File: config.mk
export PLATFORM = sky130hd
export DESIGN_NAME = rsa_stream_ctrl
export DESIGN_NICKNAME = d
export VERILOG_FILES = /design/src/rtl/rsa_ctrl_pkg.sv /design/src/rtl/rsa_byte_shifter.sv /design/src/rtl/rsa_stream_ctrl.sv
export SDC_FILE = /design/constraint.sdc
export NUM_CORES = 2
export LEC_CHECK = 0
export CAP_MARGIN = 20
export CORE_AREA = 2 2 406 408
export DETAILED_ROUTE_END_ITERATION = 10
export DIE_AREA = 0 0 408 410
export PLACE_DENSITY = 0.67
export SLEW_MARGIN = 20
export SYNTH_ARGS = -nofsm -noshare
export SYNTH_HDL_FRONTEND = slang
export SYNTH_SLANG_ARGS = --single-unit
export TNS_END_PERCENT = 5
File: constraint.sdc
create_clock -name i_clk -period 2.07 [get_ports i_clk]
set_clock_uncertainty 0.2 [all_clocks]
set_input_delay 0.621 -clock i_clk [delete_from_list [all_inputs] [get_ports i_clk]]
set_output_delay 0.621 -clock i_clk [all_outputs]
set_load 0.005 [all_outputs]
File: src/rtl/rsa_ctrl_pkg.sv
// Shared state encoding and sizing constants for the RSA stream controller.
package rsa_ctrl_pkg;
    localparam int RSA_BITS      = 256;
    localparam int RSA_IN_BYTES  = 32;
    localparam int RSA_OUT_BYTES = 31;

    typedef enum logic [2:0] {
        S_GET_N,
        S_GET_D,
        S_GET_A,
        S_START,
        S_WAIT,
        S_SEND
    } rsa_ctrl_state_e;
endpackage

File: src/rtl/rsa_byte_shifter.sv
// Wide register with parallel load, clear and an MSB-first byte shift
// (shift-in when byte_in carries data, shift-out when byte_in is zero).
module rsa_byte_shifter
    import rsa_ctrl_pkg::*;
#(
    parameter int BITS = RSA_BITS
) (
    input  logic            clk,
    input  logic            rst_n,
    input  logic            clr,
    input  logic            load,
    input  logic [BITS-1:0] load_value,
    input  logic            shift,
    input  logic [7:0]      byte_in,
    output logic [BITS-1:0] value
);
    logic [BITS-1:0] value_reg;

    always_ff @(posedge clk or negedge rst_n) begin
        if (!rst_n) begin
            value_reg <= '0;
        end else if (clr) begin
            value_reg <= '0;
        end else if (load) begin
            value_reg <= load_value;
        end else if (shift) begin
            value_reg <= {value_reg[BITS-9:0], byte_in};
        end
    end

    assign value = value_reg;
endmodule

File: src/rtl/rsa_stream_ctrl.sv
// Sequences one RSA decryption core: gathers N, d and ciphertext blocks from a
// byte stream, starts the core, and streams back the plaintext bytes.
module rsa_stream_ctrl
    import rsa_ctrl_pkg::*;
#(
    parameter int BITS      = RSA_BITS,
    parameter int IN_BYTES  = BITS / 8,
    parameter int OUT_BYTES = RSA_OUT_BYTES
) (
    input  logic            i_clk,
    input  logic            i_rst_n,
    input  logic            i_rx_valid,
    input  logic [7:0]      i_rx_data,
    output logic            o_rx_ready,
    output logic            o_tx_valid,
    output logic [7:0]      o_tx_data,
    input  logic            i_tx_ready,
    input  logic            i_key_reload,
    output logic            o_core_start,
    output logic [BITS-1:0] o_core_n,
    output logic [BITS-1:0] o_core_d,
    output logic [BITS-1:0] o_core_a,
    input  logic [BITS-1:0] i_core_result,
    input  logic            i_core_finished,
    output logic            o_busy
);
    localparam int CW = $clog2(IN_BYTES);
    localparam logic [CW-1:0] RX_LAST = CW'(IN_BYTES - 1);
    localparam logic [CW-1:0] TX_LAST = CW'(OUT_BYTES - 1);

    rsa_ctrl_state_e state_reg;
    logic [CW-1:0]   rx_cnt_reg;
    logic [CW-1:0]   tx_cnt_reg;
    logic [BITS-1:0] n_reg, d_reg, a_reg;
    logic [BITS-1:0] rx_value, tx_value, rx_word;
    logic            in_get, reload_hit, rx_fire, rx_last, tx_fire, res_load;

    assign in_get     = state_reg inside {S_GET_N, S_GET_D, S_GET_A};
    assign reload_hit = (state_reg == S_GET_A) && i_key_reload;
    // A reload in the same cycle as a byte wins; the byte is simply not taken.
    assign rx_fire    = in_get && i_rx_valid && !reload_hit;
    assign rx_last    = (rx_cnt_reg == RX_LAST);
    assign rx_word    = {rx_value[BITS-9:0], i_rx_data};
    assign tx_fire    = (state_reg == S_SEND) && i_tx_ready;
    assign res_load   = (state_reg == S_WAIT) && i_core_finished;

    rsa_byte_shifter #(.BITS(BITS)) u_rx_shifter (
        .clk        (i_clk),
        .rst_n      (i_rst_n),
        .clr        (reload_hit || (rx_fire && rx_last)),
        .load       (1'b0),
        .load_value ('0),
        .shift      (rx_fire && !rx_last),
        .byte_in    (i_rx_data),
        .value      (rx_value)
    );

    rsa_byte_shifter #(.BITS(BITS)) u_tx_shifter (
        .clk        (i_clk),
        .rst_n      (i_rst_n),
        .clr        (1'b0),
        .load       (res_load),
        .load_value (i_core_result),
        .shift      (tx_fire),
        .byte_in    (8'h00),
        .value      (tx_value)
    );

    always_ff @(posedge i_clk or negedge i_rst_n) begin
        if (!i_rst_n) begin
            state_reg  <= S_GET_N;
            rx_cnt_reg <= '0;
            tx_cnt_reg <= '0;
            n_reg      <= '0;
            d_reg      <= '0;
            a_reg      <= '0;
        end else begin
            case (state_reg)
                S_GET_N, S_GET_D, S_GET_A: begin
                    if (reload_hit) begin
                        rx_cnt_reg <= '0;
                        state_reg  <= S_GET_N;
                    end else if (rx_fire) begin
                        if (rx_last) begin
                            rx_cnt_reg <= '0;
                            if (state_reg == S_GET_N) begin
                                n_reg     <= rx_word;
                                state_reg <= S_GET_D;
                            end else if (state_reg == S_GET_D) begin
                                d_reg     <= rx_word;
                                state_reg <= S_GET_A;
                            end else begin
                                a_reg     <= rx_word;
                                state_reg <= S_START;
                            end
                        end else begin
                            rx_cnt_reg <= rx_cnt_reg + 1'b1;
                        end
                    end
                end
                S_START: state_reg <= S_WAIT;
                S_WAIT: begin
                    if (i_core_finished) begin
                        state_reg <= S_SEND;
                    end
                end
                S_SEND: begin
                    if (i_tx_ready) begin
                        if (tx_cnt_reg == TX_LAST) begin
                            tx_cnt_reg <= '0;
                            state_reg  <= S_GET_A;
                        end else begin
                            tx_cnt_reg <= tx_cnt_reg + 1'b1;
                        end
                    end
                end
                default: state_reg <= S_GET_N;
            endcase
        end
    end

    // Top result byte is discarded; transmission starts at bits [BITS-9 -: 8].
    assign o_rx_ready   = in_get;
    assign o_core_start = (state_reg == S_START);
    assign o_busy       = state_reg inside {S_START, S_WAIT, S_SEND};
    assign o_tx_valid   = (state_reg == S_SEND);
    assign o_tx_data    = o_tx_valid ? tx_value[BITS-9 -: 8] : 8'h00;
    assign o_core_n     = n_reg;
    assign o_core_d     = d_reg;
    assign o_core_a     = a_reg;

    logic unused_bits;
    assign unused_bits = ^{rx_value[BITS-1:BITS-8], tx_value[BITS-1:BITS-8],
                           tx_value[BITS-17:0]};
endmodule
==> impl_results.md <==
* Global-route wire length before repair at about 240000 um
* Drt first pass iters at 5
* Largest net degree at the start of global routing at between 70 and 80
* Final GP Congestion at around 0.87
* Die height at just over 400 um
* Clk sink count at ~1300
* WP data arrival at 1.89 ns
* Setup Total Neg Slack at -362.58 ns
* Post-DP HPWL at 122200 um
* Worst path bufs/invs at 3
* CTS tree: built
* #FFs+latches synth at about 1300
* Setup WS post-layout at -0.6421 ns
* Worst setup EP type: output port
* Main area contributors after synthesis: dfrtp_1 (64%), mux2_2 (12%), mux2_4 (7.2%)
* Placed Instances at ~6600
* Failing checks: setup timing
* Slowest CP cell: dfrtp_1
* Layout cell share with drive strength beyond 1 at 0.3926
* Unrepaired setup endpoints after global routing: yes
* Worst vdd ir at approximately 0.00085 V
* Hold Path Class: input port to async pin
* Post-Syn Area per Cell at between 15 and 20 sq um
* 1st-iter DRT viols at between 2000 and 2500
* Final period utilization at 1.310
* Core area at 163500 sq um
* Cells after Synth at approximately 3300
* Top-area cell type share of the netlist area at 0.6351
* Final wirelength at roughly 170000 um
* Yosys warns at 0
* Skew-Pair Late Insertion Delay at ~0.76 ns
* Setup CP Type: flop to output port
* Number of max-cap violations at 0
* Vias/cell at about 4.8
* Worst rel slew slack at 0.5626
* Hold Vio Cnt, Final at 0
* P&R area growth vs syn at 36.08%
* Fill cell count at between 15000 and 20000
* Die area at approximately 170000 sq um
* Cell taking the most area after synthesis: dfrtp_1
* Status: complete, but fails checks
* Post-Layout Cell Count at between 6000 and 7000
* H-Tree Depth at 4
* WP data required at approximately 1.3 ns
* Buffer depth of the longest clock path at 3
* Tightest Pin Transition at 0.6561 ns
* Initial antenna violation count at 28
* Root buf cell: clkbuf_16
* Worst-path clk slew at 0.06 ns
* CP max stage delay at ~0.4 ns
* Crit-path leading delay family: flip-flops
* Power Dens Cells at 995.7 nW/um^2
* Vias in the first global route at 34467
* Peak Freq at 368.7 MHz
* Routed Antenna Nets at 0
* Leakage at about 34 nW
* FP Rows at roughly 150
* Vias at 33093
* IO Count at 1050
* Num CTS Buffers at around 140
* Initial core utilization at 0.3078
* Port bufs at approximately 1000
* Nets@finish at 4889
* Yosys cell types at approximately 40
* Crit-path most repeated cell: buf_6
* Final global-route overflow total at 0
* Final setup fails at between 1500 and 2000
* Final Max Tran Viols at 0
* Worst path cell trace: and3b_1 > buf_6 > buf_6 > and2_4 > buf_6
* Total Routing Usage GR at 0.1933
* Dpl ws at -0.8926 ns
* Drt drc at 0
* Critical Path Source Type: flop
* Syn Std Cell Area at ~50000 sq um
* Total power at just under 0.07 W
* Syn nets at roughly 3600
* Die width at just over 400 um
* Tmin final at roughly 2.7 ns
* Crit-path max FO at 7
* Wire length per cell at ~24 um
* Sequential area share after synthesis at 0.6351
final cells by class:
| cell class | count | area [sq um] | area share |
|---|---|---|---|
| Timing Repair Buffer | 1369 | 12140 | 0.1773 |
| Multi-Input combinational cell | 1825 | 16920 | 0.2471 |
| Antenna cell | 17 | 42.54 | 0.0006213 |
| Sequential cell | 1277 | 31960 | 0.4668 |
| Clock buffer | 204 | 4036 | 0.05895 |
| Inverter | 3 | 11.26 | 0.0001645 |
| Clock inverter | 44 | 619.3 | 0.009045 |
| Tap cell | 2189 | 2739 | 0.04000 |
placed cells by master (no fill, tap or decap), types with 142 or more instances in the layout:
cell / synthesis / layout
mux2i_1: 238 / 238
clkbuf_2: 0 / 316
clkdlybuf4s50_1: 0 / 494
clkbuf_16: 0 / 142
buf_4: 7 / 237
mux2_2: 530 / 530
nand2_1: 259 / 256
o21ai_0: 190 / 189
dfrtp_1: 1277 / 1273
mux2_4: 240 / 240
a22o_1: 257 / 257
report_power, final:
group	switching [W]	internal, W	leakage [nW]
registers	0.00379	0.0281	17.7
clock network	0.0105	0.0148	2.27
logic	0.00591	0.00511	13.7
repair_timing:
item                                    CTS  global route
pin swaps                                12             2
resized for setup                       948           740
gates cloned                              0             0
setup endpoints to repair              2021          2034
hold buffers                              1             0
setup buffers                            23            23
endpoints found under the hold margin   363             0
per-layer routing:
layer,up-vias,wire (um),GRT usage
li1,14506,-,-
met1,17151,66980,0.2374
met2,1101,79900,0.3161
met3,317,11580,0.05602
met4,18,7172,0.08455
met5,-,126,0
cell usage after synthesis:
library cell  instances
a21boi_0              1
a21o_1                2
a21oi_1               4
a22o_1              257
a22oi_1               3
a311o_1               1
a31oi_1               1
and2_1                8
and3_1                1
and3b_1               2
and4_1                2
and4b_1               1
and4bb_1              1
buf_1                10
buf_12               22
buf_2               117
buf_4                 7
buf_6                23
clkbuf_1             47
dfrtp_1            1277
ha_1                  4
inv_1                 3
mux2_2              530
mux2_4              240
mux2i_1             238
nand2_1             259
nand2b_1              2
nand3_1               4
nand4_1               1
nor2_1                5
nor2_2                1
nor2b_4               1
nor3_1                1
nor4_1                1
nor4bb_1              1
o2111ai_1             1
o21ai_0             190
o21ai_1              57
o31ai_1               2
or2_2                 1
or3_1                 2
worst paths after layout:
check	depth (start not counted)	slack [ns]	end	start
hold reg to reg	2	0.28	u_tx_shifter.value[93]$_DFFE_PN0P_	u_tx_shifter.value[93]$_DFFE_PN0P_
hold / removal	2	0.23	o_core_d[140]$_DFFE_PN0P_	i_rst_n
min in group i_clk	3	0.23	u_tx_shifter.value[245]$_DFFE_PN0P_	i_core_result[245]
max in group asynchronous	3	0.52	u_tx_shifter.value[224]$_DFFE_PN0P_	i_rst_n
setup / recovery	5	-0.64	o_tx_data[6]	state_reg[1]$_DFFE_PN0P_
setup reg to reg	8	-0.39	o_core_n[85]$_DFFE_PN0P_	rx_cnt_reg[0]$_DFFE_PN0P_
stage by stage:
stage | util | cell area (sq um) | hold WS [ns]
2_1_floorplan | - | 50340 | 0.1254
3_3_place_gp | 0.3983 | 65130 | 0.2569
3_5_place_dp | 0.3983 | 65130 | 0.2589
4_1_cts | 0.4271 | 69830 | 0.1638
5_1_grt | 0.4187 | 68450 | 0.2077
6_report | 0.4188 | 68470 | 0.2269
logic make-up (layout without fill, tap and decap cells):
| kind of cell | Yosys count | count (layout) | share of synthesized area |
|---|---|---|---|
| AO/OA/AOI/OAI | 519 | 519 | 0.07139 |
| adder cells (fa/ha/maj) | 4 | 4 | 0.0009947 |
| buffers and inverters | 229 | 1620 | 0.03106 |
| flip-flops | 1277 | 1277 | 0.6351 |
| multiplexers | 1008 | 1008 | 0.2376 |
| other | 0 | 17 | 0 |
| AND/OR/NAND/NOR | 294 | 294 | 0.02392 |
(Power assumes the default switching activity.)
